--- src/rtl/i2c_xfer_sequencer.sv ---
// rtl/i2c_xfer_sequencer.sv - WISHBONE master sequencing a byte-level I2C master core
//
// Turns one register-access request (write or single-byte read) into the
// full command sequence on the I2C core's register file, after first
// programming the prescaler and enabling the core out of reset.
//
// Ports:
//   wb_clk_i, arst_i (async, active-low)
//   req_*   : request handshake (valid/ready) with rnw, device, register, write data
//   rsp_*   : one-cycle completion pulse with read data and status
//               (00 ok, 01 NACK, 10 arbitration lost, 11 timeout)
//   busy_o  : high during init and from accept until the response pulse
//   m_*     : WISHBONE master toward the core (adr 0..4, 8-bit data)
//
// Optional: I2C_SEQ_TIMEOUT_EN bounds SR polling to TIMEOUT_POLLS reads per byte.

module i2c_xfer_sequencer #(
    parameter logic [15:0] PRESCALE      = 16'd99,
    parameter logic [15:0] TIMEOUT_POLLS = 16'd4096
) (
    input  logic       wb_clk_i,
    input  logic       arst_i,
    input  logic       req_valid_i,
    output logic       req_ready_o,
    input  logic       req_rnw_i,
    input  logic [6:0] req_dev_i,
    input  logic [7:0] req_reg_i,
    input  logic [7:0] req_wdata_i,
    output logic       rsp_valid_o,
    output logic [7:0] rsp_rdata_o,
    output logic [1:0] rsp_err_o,
    output logic       busy_o,
    output logic [2:0] m_adr_o,
    output logic [7:0] m_dat_o,
    input  logic [7:0] m_dat_i,
    output logic       m_we_o,
    output logic       m_stb_o,
    output logic       m_cyc_o,
    input  logic       m_ack_i
);

    typedef enum logic [3:0] {
        INIT_PLO, INIT_PHI, INIT_CTR, IDLE, WR_TXR, WR_CR,
        POLL_SR, CHK, RD_RXR, STOP_CR, STOP_POLL, RESP
    } state_t;

    state_t     state, state_n;
    logic [2:0] step_q, step_n;
    logic [1:0] err_q, err_n;
    logic       rnw_q;
    logic [6:0] dev_q;
    logic [7:0] reg_q, wdata_q;
    logic       sr_rxack_q, sr_al_q;
    logic       accept;
    logic       acc_req, acc_we;
    logic [2:0] acc_adr;
    logic [7:0] acc_dat;
    logic [7:0] txr_byte, cr_byte;
    logic       poll_limit;

    // An ack only counts while we are actually strobing.
    wire bus_ack = m_cyc_o & m_stb_o & m_ack_i;
    wire sr_tip  = m_dat_i[1];
    // The read-data step (read step 3) expects the master's own NACK in RxACK.
    wire rd_data_step = rnw_q && (step_q == 3'd3);

`ifdef I2C_SEQ_TIMEOUT_EN
    logic [15:0] poll_cnt;

    // True on the SR read that would be the TIMEOUT_POLLS-th of this byte.
    assign poll_limit = (poll_cnt == TIMEOUT_POLLS - 16'd1);

    always_ff @(posedge wb_clk_i or negedge arst_i) begin
        if (!arst_i)
            poll_cnt <= 16'd0;
        else if (state == WR_CR || state == STOP_CR)
            poll_cnt <= 16'd0;
        else if ((state == POLL_SR || state == STOP_POLL) && bus_ack)
            poll_cnt <= poll_cnt + 16'd1;
    end
`else
    logic unused_timeout;
    assign unused_timeout = ^TIMEOUT_POLLS;
    assign poll_limit     = 1'b0;
`endif

    always_comb begin
        case (step_q)
            3'd0:    txr_byte = {dev_q, 1'b0};
            3'd1:    txr_byte = reg_q;
            default: txr_byte = rnw_q ? {dev_q, 1'b1} : wdata_q;
        endcase
        case (step_q)
            3'd0:    cr_byte = 8'h90;
            3'd1:    cr_byte = 8'h10;
            3'd2:    cr_byte = rnw_q ? 8'h90 : 8'h50;
            default: cr_byte = 8'h68;
        endcase
    end

    always_comb begin
        state_n = state;
        step_n  = step_q;
        err_n   = err_q;
        accept  = 1'b0;
        acc_req = 1'b0;
        acc_we  = 1'b0;
        acc_adr = 3'd0;
        acc_dat = 8'h00;
        case (state)
            INIT_PLO: begin
                acc_req = 1'b1; acc_we = 1'b1; acc_adr = 3'd0; acc_dat = PRESCALE[7:0];
                if (bus_ack) state_n = INIT_PHI;
            end
            INIT_PHI: begin
                acc_req = 1'b1; acc_we = 1'b1; acc_adr = 3'd1; acc_dat = PRESCALE[15:8];
                if (bus_ack) state_n = INIT_CTR;
            end
            INIT_CTR: begin
                acc_req = 1'b1; acc_we = 1'b1; acc_adr = 3'd2; acc_dat = 8'h80;
                if (bus_ack) state_n = IDLE;
            end
            IDLE: begin
                if (req_valid_i) begin
                    accept  = 1'b1;
                    step_n  = 3'd0;
                    err_n   = 2'b00;
                    state_n = WR_TXR;
                end
            end
            WR_TXR: begin
                acc_req = 1'b1; acc_we = 1'b1; acc_adr = 3'd3; acc_dat = txr_byte;
                if (bus_ack) state_n = WR_CR;
            end
            WR_CR: begin
                acc_req = 1'b1; acc_we = 1'b1; acc_adr = 3'd4; acc_dat = cr_byte;
                if (bus_ack) state_n = POLL_SR;
            end
            POLL_SR: begin
                acc_req = 1'b1; acc_adr = 3'd4;
                if (bus_ack) begin
                    if (!sr_tip) begin
                        state_n = CHK;
                    end else if (poll_limit) begin
                        err_n   = 2'b11;
                        state_n = STOP_CR;
                    end
                end
            end
            CHK: begin
                if (sr_al_q) begin
                    err_n   = 2'b10;
                    state_n = RESP;
                end else if (sr_rxack_q && !rd_data_step) begin
                    err_n   = 2'b01;
                    state_n = STOP_CR;
                end else if (!rnw_q && step_q == 3'd2) begin
                    state_n = RESP;
                end else if (rd_data_step) begin
                    state_n = RD_RXR;
                end else begin
                    step_n  = step_q + 3'd1;
                    // The read-data step has no TXR byte to load.
                    state_n = (rnw_q && step_q == 3'd2) ? WR_CR : WR_TXR;
                end
            end
            RD_RXR: begin
                acc_req = 1'b1; acc_adr = 3'd3;
                if (bus_ack) state_n = RESP;
            end
            STOP_CR: begin
                acc_req = 1'b1; acc_we = 1'b1; acc_adr = 3'd4; acc_dat = 8'h40;
                // A timed-out byte gets its STOP command but no further polling.
                if (bus_ack) state_n = (err_q == 2'b11) ? RESP : STOP_POLL;
            end
            STOP_POLL: begin
                acc_req = 1'b1; acc_adr = 3'd4;
                if (bus_ack) begin
                    if (!sr_tip) begin
                        state_n = RESP;
                    end else if (poll_limit) begin
                        err_n   = 2'b11;
                        state_n = RESP;
                    end
                end
            end
            RESP:    state_n = IDLE;
            default: state_n = INIT_PLO;
        endcase
    end

    always_ff @(posedge wb_clk_i or negedge arst_i) begin
        if (!arst_i)
            state <= INIT_PLO;
        else
            state <= state_n;
    end

    always_ff @(posedge wb_clk_i or negedge arst_i) begin
        if (!arst_i) begin
            step_q      <= 3'd0;
            err_q       <= 2'b00;
            rnw_q       <= 1'b0;
            dev_q       <= 7'd0;
            reg_q       <= 8'h00;
            wdata_q     <= 8'h00;
            sr_rxack_q  <= 1'b0;
            sr_al_q     <= 1'b0;
            m_cyc_o     <= 1'b0;
            m_stb_o     <= 1'b0;
            m_we_o      <= 1'b0;
            m_adr_o     <= 3'd0;
            m_dat_o     <= 8'h00;
            rsp_rdata_o <= 8'h00;
            rsp_err_o   <= 2'b00;
        end else begin
            step_q <= step_n;
            err_q  <= err_n;
            if (accept) begin
                rnw_q   <= req_rnw_i;
                dev_q   <= req_dev_i;
                reg_q   <= req_reg_i;
                wdata_q <= req_wdata_i;
            end
            if (state == POLL_SR && bus_ack) begin
                sr_rxack_q <= m_dat_i[7];
                sr_al_q    <= m_dat_i[5];
            end
            // Drop the cycle right after the ack; a new access can only start
            // from an idle bus, which guarantees one idle cycle between accesses.
            if (m_cyc_o) begin
                if (m_ack_i) begin
                    m_cyc_o <= 1'b0;
                    m_stb_o <= 1'b0;
                    m_we_o  <= 1'b0;
                end
            end else if (acc_req) begin
                m_cyc_o <= 1'b1;
                m_stb_o <= 1'b1;
                m_we_o  <= acc_we;
                m_adr_o <= acc_adr;
                m_dat_o <= acc_dat;
            end
            if (state_n == RESP && state != RESP) begin
                rsp_rdata_o <= (state == RD_RXR) ? m_dat_i : 8'h00;
                rsp_err_o   <= err_n;
            end
        end
    end

    assign req_ready_o = (state == IDLE);
    assign rsp_valid_o = (state == RESP);
    assign busy_o      = (state != IDLE) && (state != RESP);

endmodule

--- config.mk ---
export PLATFORM = sky130hd
export DESIGN_NAME = i2c_xfer_sequencer
export DESIGN_NICKNAME = d
export VERILOG_FILES = /design/src/rtl/i2c_xfer_sequencer.sv
export SDC_FILE = /design/constraint.sdc
export NUM_CORES = 1
export LEC_CHECK = 0
export ABC_AREA = 1
export BUFFER_PORTS_ARGS = -buffer_cell sky130_fd_sc_hd__buf_4
export CAP_MARGIN = 20
export CORE_UTILIZATION = 59
export CTS_CLUSTER_DIAMETER = 120
export DETAILED_ROUTE_END_ITERATION = 16
export PLACE_DENSITY = 0.83
export SLEW_MARGIN = 15
export SYNTH_ARGS = -nofsm -noshare
export SYNTH_HDL_FRONTEND = slang
export SYNTH_SLANG_ARGS = --single-unit
export TNS_END_PERCENT = 30
--- constraint.sdc ---
create_clock -name wb_clk_i -period 2.8 [get_ports wb_clk_i]
set_input_delay 0.14 -clock wb_clk_i [delete_from_list [all_inputs] [get_ports wb_clk_i]]
set_output_delay 0.14 -clock wb_clk_i [all_outputs]
set_load 0.05 [all_outputs]
* Word level (Yosys, flattened, before mapping)
Index checks and enable logic that the tools add are counted.
** Operators by class
- $add $sub $neg :: 1
- Multiplexer cells :: 48
- Reductions and logical operators :: 20
- Bitwise operators :: 3
- Equal/unequal tests :: 24
** Operator list (count)
- 2-to-1 mux 4 bit :: 16
- case mux 4 bit (12 select lines) :: 1
- case mux 8 bit (5 select lines) :: 1
- 2-to-1 mux 8 bit :: 3
- case mux 8 bit (3 select lines) :: 1
- equality test 4 bit (second input constant) :: 5
- equality test 4 x 3 -> 1 bit (second input constant) :: 4
- case mux 8 bit (2 select lines) :: 1
- 2-to-1 mux 3 bit :: 5
- 2-to-1 mux 1 bit :: 14
- case mux 3 bit (4 select lines) :: 1
- != test 2 bit (second input constant) :: 5
- OR reduction 9 bit :: 1
- equality test 4 x 2 -> 1 bit (second input constant) :: 2
- logical AND 1 bit :: 7
- equality test 3 x 2 -> 1 bit (second input constant) :: 2
- 2-to-1 mux 2 bit :: 3
- case mux 3 bit (2 select lines) :: 1
- AND reduction 6 bit :: 1
- OR reduction 6 bit :: 1
- equality test 4 x 1 -> 1 bit (second input constant) :: 1
- zero test 4 bit :: 1
- != test 4 x 2 -> 1 bit (second input constant) :: 1
- != test 4 bit (second input constant) :: 1
- 13 further kinds :: 17
** Word-level totals
- Register bits :: 59
- Output and inout bits :: 27
- Input bits :: 36
- Logic and storage cells :: 112

* Logic depth before layout (Yosys ltp)
- Depth in word-level cells :: 10
- Depth in mapped cells :: 11
- Gate-level depth less buffers :: 11

* Least setup slack after synthesis
No wires, ideal clock.
- Path type :: register to register
- Start point :: register state[2]
- End point :: register rnw_q
- Data required time :: 2.672 ns
- Buffers on the path :: 2
- Stages on the path, launching flop included :: 9
- Data arrival time :: 1.780 ns
- Path slack :: 0.892 ns
- Library setup time :: 0.128 ns
- Path through :: dfrtp_1 -> nor2_1 -> inv_1 -> nor2_2 -> nand2_1 -> inv_2 -> buf_4 -> buf_4 -> o21ai_0
** Between the ends
- Word-level cells in the longest chain between the ends :: 2
** RTL lines
- start, declared :: RTL line 47 : state_t state, state_n;
- start signal, assigned :: RTL line 196 : state <= state_n;
- equality test 4 x 2 -> 1 bit
- named net req_ready_o :: RTL line 24 : output logic req_ready_o,
- 2-to-1 mux 1 bit :: RTL line 110 : case (state)
- end signal, assigned :: RTL line 220 : rnw_q <= req_rnw_i;
- end, declared :: RTL line 50 : logic rnw_q;
The timed path passes the listed nets, and every way through them passes these cells.
A chain may end at the register's enable or synchronous reset.

* Worst setup path in the final report
- Start point :: register step_q[0]
- End point :: register rsp_err_o[1]
** Between the ends
- Word-level cells in the longest chain between the ends :: 10
** RTL lines
- start, declared :: RTL line 48 : logic [2:0] step_q, step_n;
- start signal, assigned :: RTL line 217 : step_q <= step_n;
- equality test 3 x 2 -> 1 bit :: RTL line 157, 164
- logical AND 1 bit :: RTL line 164 : state_n = (rnw_q && step_q == 3'd2) ? WR_CR : WR_TXR;
- 2-to-1 mux 1 bit :: RTL line 164
- 2-to-1 mux 4 bit :: RTL line 159 : end else if (rd_data_step) begin
- 2-to-1 mux 4 bit :: RTL line 157 : end else if (!rnw_q && step_q == 3'd2) begin
- 2-to-1 mux 4 bit :: RTL line 154 : end else if (sr_rxack_q && !rd_data_step) begin
- 2-to-1 mux 4 bit :: RTL line 151 : if (sr_al_q) begin
- case mux 4 bit (12 select lines) :: RTL line 110
- equality test 4 bit :: RTL line 244 : if (state_n == RESP && state != RESP) begin
- logical AND 1 bit :: RTL line 244
- end signal, assigned :: RTL line 246 : rsp_err_o <= err_n;
- end, declared :: RTL line 31 : output logic [1:0] rsp_err_o,
Several ways; a longest one is shown, not always the timed one.

==> impl_metrics.xml <==
<?xml version="1.0" encoding="UTF-8"?>
<metrics>
  <group name="outcome">
    <metric name="outcome" unit="">finished, final reports clean</metric>
  </group>
  <group name="power">
    <metric name="power.leakage" unit="nW">2.10</metric>
    <metric name="cellPowerDensity" unit="mW/mm^2">1240</metric>
    <metric name="vdd_drop_max" unit="uV">901</metric>
    <metric name="total_power" unit="mW">4.75</metric>
  </group>
  <group name="die">
    <metric name="placement_rows" unit="">25</metric>
    <metric name="core_area" unit="mm^2">0.00485</metric>
    <metric name="floorplan.die.height" unit="um">74.0</metric>
    <metric name="floorplan.die_area" unit="mm^2">0.00547</metric>
    <metric name="io_pins" unit="">63</metric>
    <metric name="initial_core_util" unit="%">63.0</metric>
    <metric name="fp.dieW" unit="um">74.0</metric>
  </group>
  <group name="final_layout">
    <metric name="final_design_area_no_fill" unit="mm^2">0.00384</metric>
    <metric name="layout-drive-gt1-share" unit="%">17.8</metric>
    <metric name="final-instance-count-excl-fill" unit="">560</metric>
    <metric name="multiInputGateArea" unit="mm^2">0.00132</metric>
    <metric name="most-common-layout-cells" unit="">155 x sky130_fd_sc_hd__nand2_1, 63 x sky130_fd_sc_hd__buf_4, 59 x sky130_fd_sc_hd__dfrtp_1</metric>
    <metric name="fillers" unit="">378</metric>
    <metric name="antenna_cells_inserted" unit="">0</metric>
    <metric name="layout-area-overhead-vs-synth" unit="%">25.8</metric>
    <metric name="final_nets" unit="">529</metric>
    <metric name="final_common_cell" unit="">sky130_fd_sc_hd__nand2_1</metric>
    <metric name="layout.area.seq" unit="mm^2">0.00148</metric>
  </group>
  <group name="sta">
    <metric name="fmax" unit="MHz">494</metric>
    <metric name="finalWorstPathRequiredPeriod" unit="ns">2.03</metric>
    <metric name="tightest_slew" unit="ns">0.722</metric>
    <metric name="timing.final.hold_violations" unit="">0</metric>
    <metric name="hold_ws" unit="ns">0.00655</metric>
    <metric name="timing_max_transition_violations_final" unit="">0</metric>
    <metric name="setup_skew" unit="ns">0.00591</metric>
    <metric name="final_min_period_over_clock_period" unit="%">72.4</metric>
    <metric name="final.setup.tns" unit="ns">0</metric>
    <metric name="timing.final.setup_violations" unit="">0</metric>
    <metric name="setup_repair_after_global_routing_missed_its_margin" unit="">no</metric>
    <metric name="max_slew_margin" unit="%">51.9</metric>
  </group>
  <group name="clock_tree">
    <metric name="h-tree-depth" unit="">3</metric>
    <metric name="path_clk_slew" unit="ns">0.06</metric>
    <metric name="cts_tree" unit="">built</metric>
    <metric name="post_cts.resized_instances" unit="">0</metric>
    <metric name="cts_made_buffers" unit="">9</metric>
    <metric name="clk_latency" unit="ns">0.34</metric>
    <metric name="clk_root_buffer_cell" unit="">sky130_fd_sc_hd__clkbuf_8</metric>
    <metric name="cts.repair_timing.setup_buffer_count" unit="">0</metric>
    <metric name="numClockSinks" unit="">59</metric>
    <metric name="ctsLongestPathBuffers" unit="">2</metric>
  </group>
  <group name="setup_path">
    <metric name="worst-path-max-fanout" unit="">11</metric>
    <metric name="worst_path_required" unit="ns">3.03</metric>
    <metric name="critical_path.endpoint_type" unit="">flip-flop</metric>
    <metric name="cp-start-kind" unit="">flip-flop</metric>
    <metric name="arrival" unit="ns">2.26</metric>
    <metric name="critical_path_class" unit="">flip-flop to flip-flop</metric>
  </group>
  <group name="global_routing">
    <metric name="grt-ovfl-total" unit="">0</metric>
    <metric name="grt_first_pass_wirelength" unit="mm">12.1</metric>
    <metric name="first_global_vias" unit="">2766</metric>
    <metric name="grt_antenna_before_repair" unit="">0</metric>
    <metric name="grt_max_degree" unit="">60</metric>
    <metric name="grt.total_usage" unit="%">29.6</metric>
  </group>
  <group name="drt">
    <metric name="avgRoutedWirePerCell" unit="um">12.9</metric>
    <metric name="wl" unit="mm">7.23</metric>
    <metric name="drt_first_iter_violations" unit="">253</metric>
    <metric name="route.detailed.vias_per_inst" unit="">5.15</metric>
    <metric name="route.antenna.remaining_nets" unit="">0</metric>
    <metric name="drc" unit="">0</metric>
    <metric name="firstDrtPassIters" unit="">5</metric>
    <metric name="via_count" unit="">2886</metric>
  </group>
  <group name="logic_synthesis">
    <metric name="async_flop_share" unit="%">100</metric>
    <metric name="ys.flop_type" unit="">sky130_fd_sc_hd__dfrtp_1</metric>
    <metric name="synth.yosys.warnings" unit="">0</metric>
    <metric name="synth_nets" unit="">455</metric>
    <metric name="synthesized_netlist_cell_count" unit="">414</metric>
    <metric name="synth_edf_count" unit="">0</metric>
    <metric name="synth_area_per_cell" unit="um^2">7.38</metric>
    <metric name="mapped_area" unit="mm^2">0.00306</metric>
    <metric name="synth.ff_latch_count" unit="">59</metric>
    <metric name="synth_cell_types" unit="">28</metric>
    <metric name="yosysSeqAreaShare" unit="%">48.3</metric>
  </group>
  <group name="place">
    <metric name="place_hpwl" unit="mm">5.05</metric>
    <metric name="postPlaceCellArea" unit="mm^2">0.00356</metric>
    <metric name="globalplace.congestion" unit="">0.922</metric>
    <metric name="portBuffers" unit="">62</metric>
    <metric name="placed_cells" unit="">534</metric>
  </group>
  <group name="run">
    <metric name="drv.max_cap_violation_count" unit="">0</metric>
  </group>
  <group name="worst_hold_path">
    <metric name="min-delay-path-class" unit="">input port to flip-flop</metric>
  </group>
</metrics>
-- path summary, 6_finish.rpt --
check / start / end / slack (ns) / depth (start not counted)
max in group asynchronous: arst_i / state[0] / 1.92 / 2
min: req_wdata_i[4] / wdata_q[4] / 0.007 / 3
min reg2reg: m_adr_o[2] / m_adr_o[2] / 0.48 / 2
max reg2reg: step_q[0] / rsp_err_o[1] / 0.77 / 11
min in group asynchronous: arst_i / reg_q[3] / 0.41 / 2
max: step_q[0] / rsp_err_o[1] / 0.77 / 11
-- flip-flops by register name (all words and copies together) (netlist names) --
name         count
wdata_q          8
m_stb_o          1
dev_q            7
m_we_o           1
sr_rxack_q       1
reg_q            8
sr_al_q          1
m_adr_o          3
m_dat_o          8
err_q            2
m_cyc_o          1
rsp_rdata_o      8
state            4
rnw_q            1
step_q           3
rsp_err_o        2
-- worst max-delay path: stages (launching register included) --
cell and delay [ns]:
sky130_fd_sc_hd__dfrtp_1 0.40, sky130_fd_sc_hd__inv_1 0.11, sky130_fd_sc_hd__ha_1 0.19, sky130_fd_sc_hd__nand2_1 0.11, sky130_fd_sc_hd__nor2_1 0.14, sky130_fd_sc_hd__nand3_1 0.09
sky130_fd_sc_hd__nand2_1 0.06, sky130_fd_sc_hd__nor2_1 0.05, sky130_fd_sc_hd__nor2_2 0.37, sky130_fd_sc_hd__nand2_2 0.23, sky130_fd_sc_hd__nand2_1 0.10, sky130_fd_sc_hd__nand2_1 0.06
-- where the power goes --
group / internal, mW / switching [mW] / total, mW
clock network: 0.435 / 0.320 / 0.755
registers: 1.24 / 0.293 / 1.53
logic: 0.740 / 1.72 / 2.46
-- repair_timing --
item	4_1_cts	5_1_grt
hold endpoints to repair	68	0
hold buffers	10	0
setup endpoints to repair	0	0
-- through the flow --
step	utilization, %	setup WS, ns
2_1_floorplan	-	0.892
3_3_place_gp	73.4	0.902
3_5_place_dp	73.4	0.819
4_1_cts	79.3	0.799
5_1_grt	79.3	0.589
6_report	79.3	0.774
-- Yosys cell counts (2+ instances only) --
library cell                 n  area, um^2
sky130_fd_sc_hd__inv_2       3        11.3
sky130_fd_sc_hd__dfrtp_1    59        1480
sky130_fd_sc_hd__nor2_2      2        12.5
sky130_fd_sc_hd__o21a_1      2        15.0
sky130_fd_sc_hd__ha_1        5        62.6
sky130_fd_sc_hd__nand3_1    35         175
sky130_fd_sc_hd__inv_1      48         180
sky130_fd_sc_hd__clkinv_1    3        11.3
sky130_fd_sc_hd__nand2_1   155         582
sky130_fd_sc_hd__nand2_2     3        18.8
sky130_fd_sc_hd__a21oi_1     5        25.0
sky130_fd_sc_hd__buf_4       4        30.0
sky130_fd_sc_hd__clkbuf_1    4        15.0
sky130_fd_sc_hd__nor2_4      2        22.5
sky130_fd_sc_hd__nor3_1      2        10.0
sky130_fd_sc_hd__o21ai_0    42         210
sky130_fd_sc_hd__o211ai_1    3        22.5
sky130_fd_sc_hd__nor2_1     27         101
-- layout make-up --
cell class              count  area share [%]
flip-flops and latches     59            38.4
multi-input cells         291            34.4
repair buffers             73            14.9
inverters                  54            5.27
clock buffers              14            3.97
well taps                  67            2.18
clock inverters             2           0.911
-- per-layer routing --
layer | vias up | GRT usage [%] | part of all wire [%]
met4 | 0 | 14.5 | 1.6
met1 | 1339 | 40.2 | 47
met5 | - | 0 | 0
li1 | 1446 | - | -
met3 | 10 | 4.07 | 4.9
met2 | 91 | 47.0 | 47
-- cells by family after synthesis --
logic type / after synthesis / share of synthesized area [%]
adder cells (fa/ha/maj): 5 / 2.05
flip-flops: 59 / 48.3
AND/OR/NAND/NOR: 229 / 31.1
AO/OA/AOI/OAI: 57 / 10.1
buffers and inverters: 64 / 8.44
(Power assumes the default switching activity.)
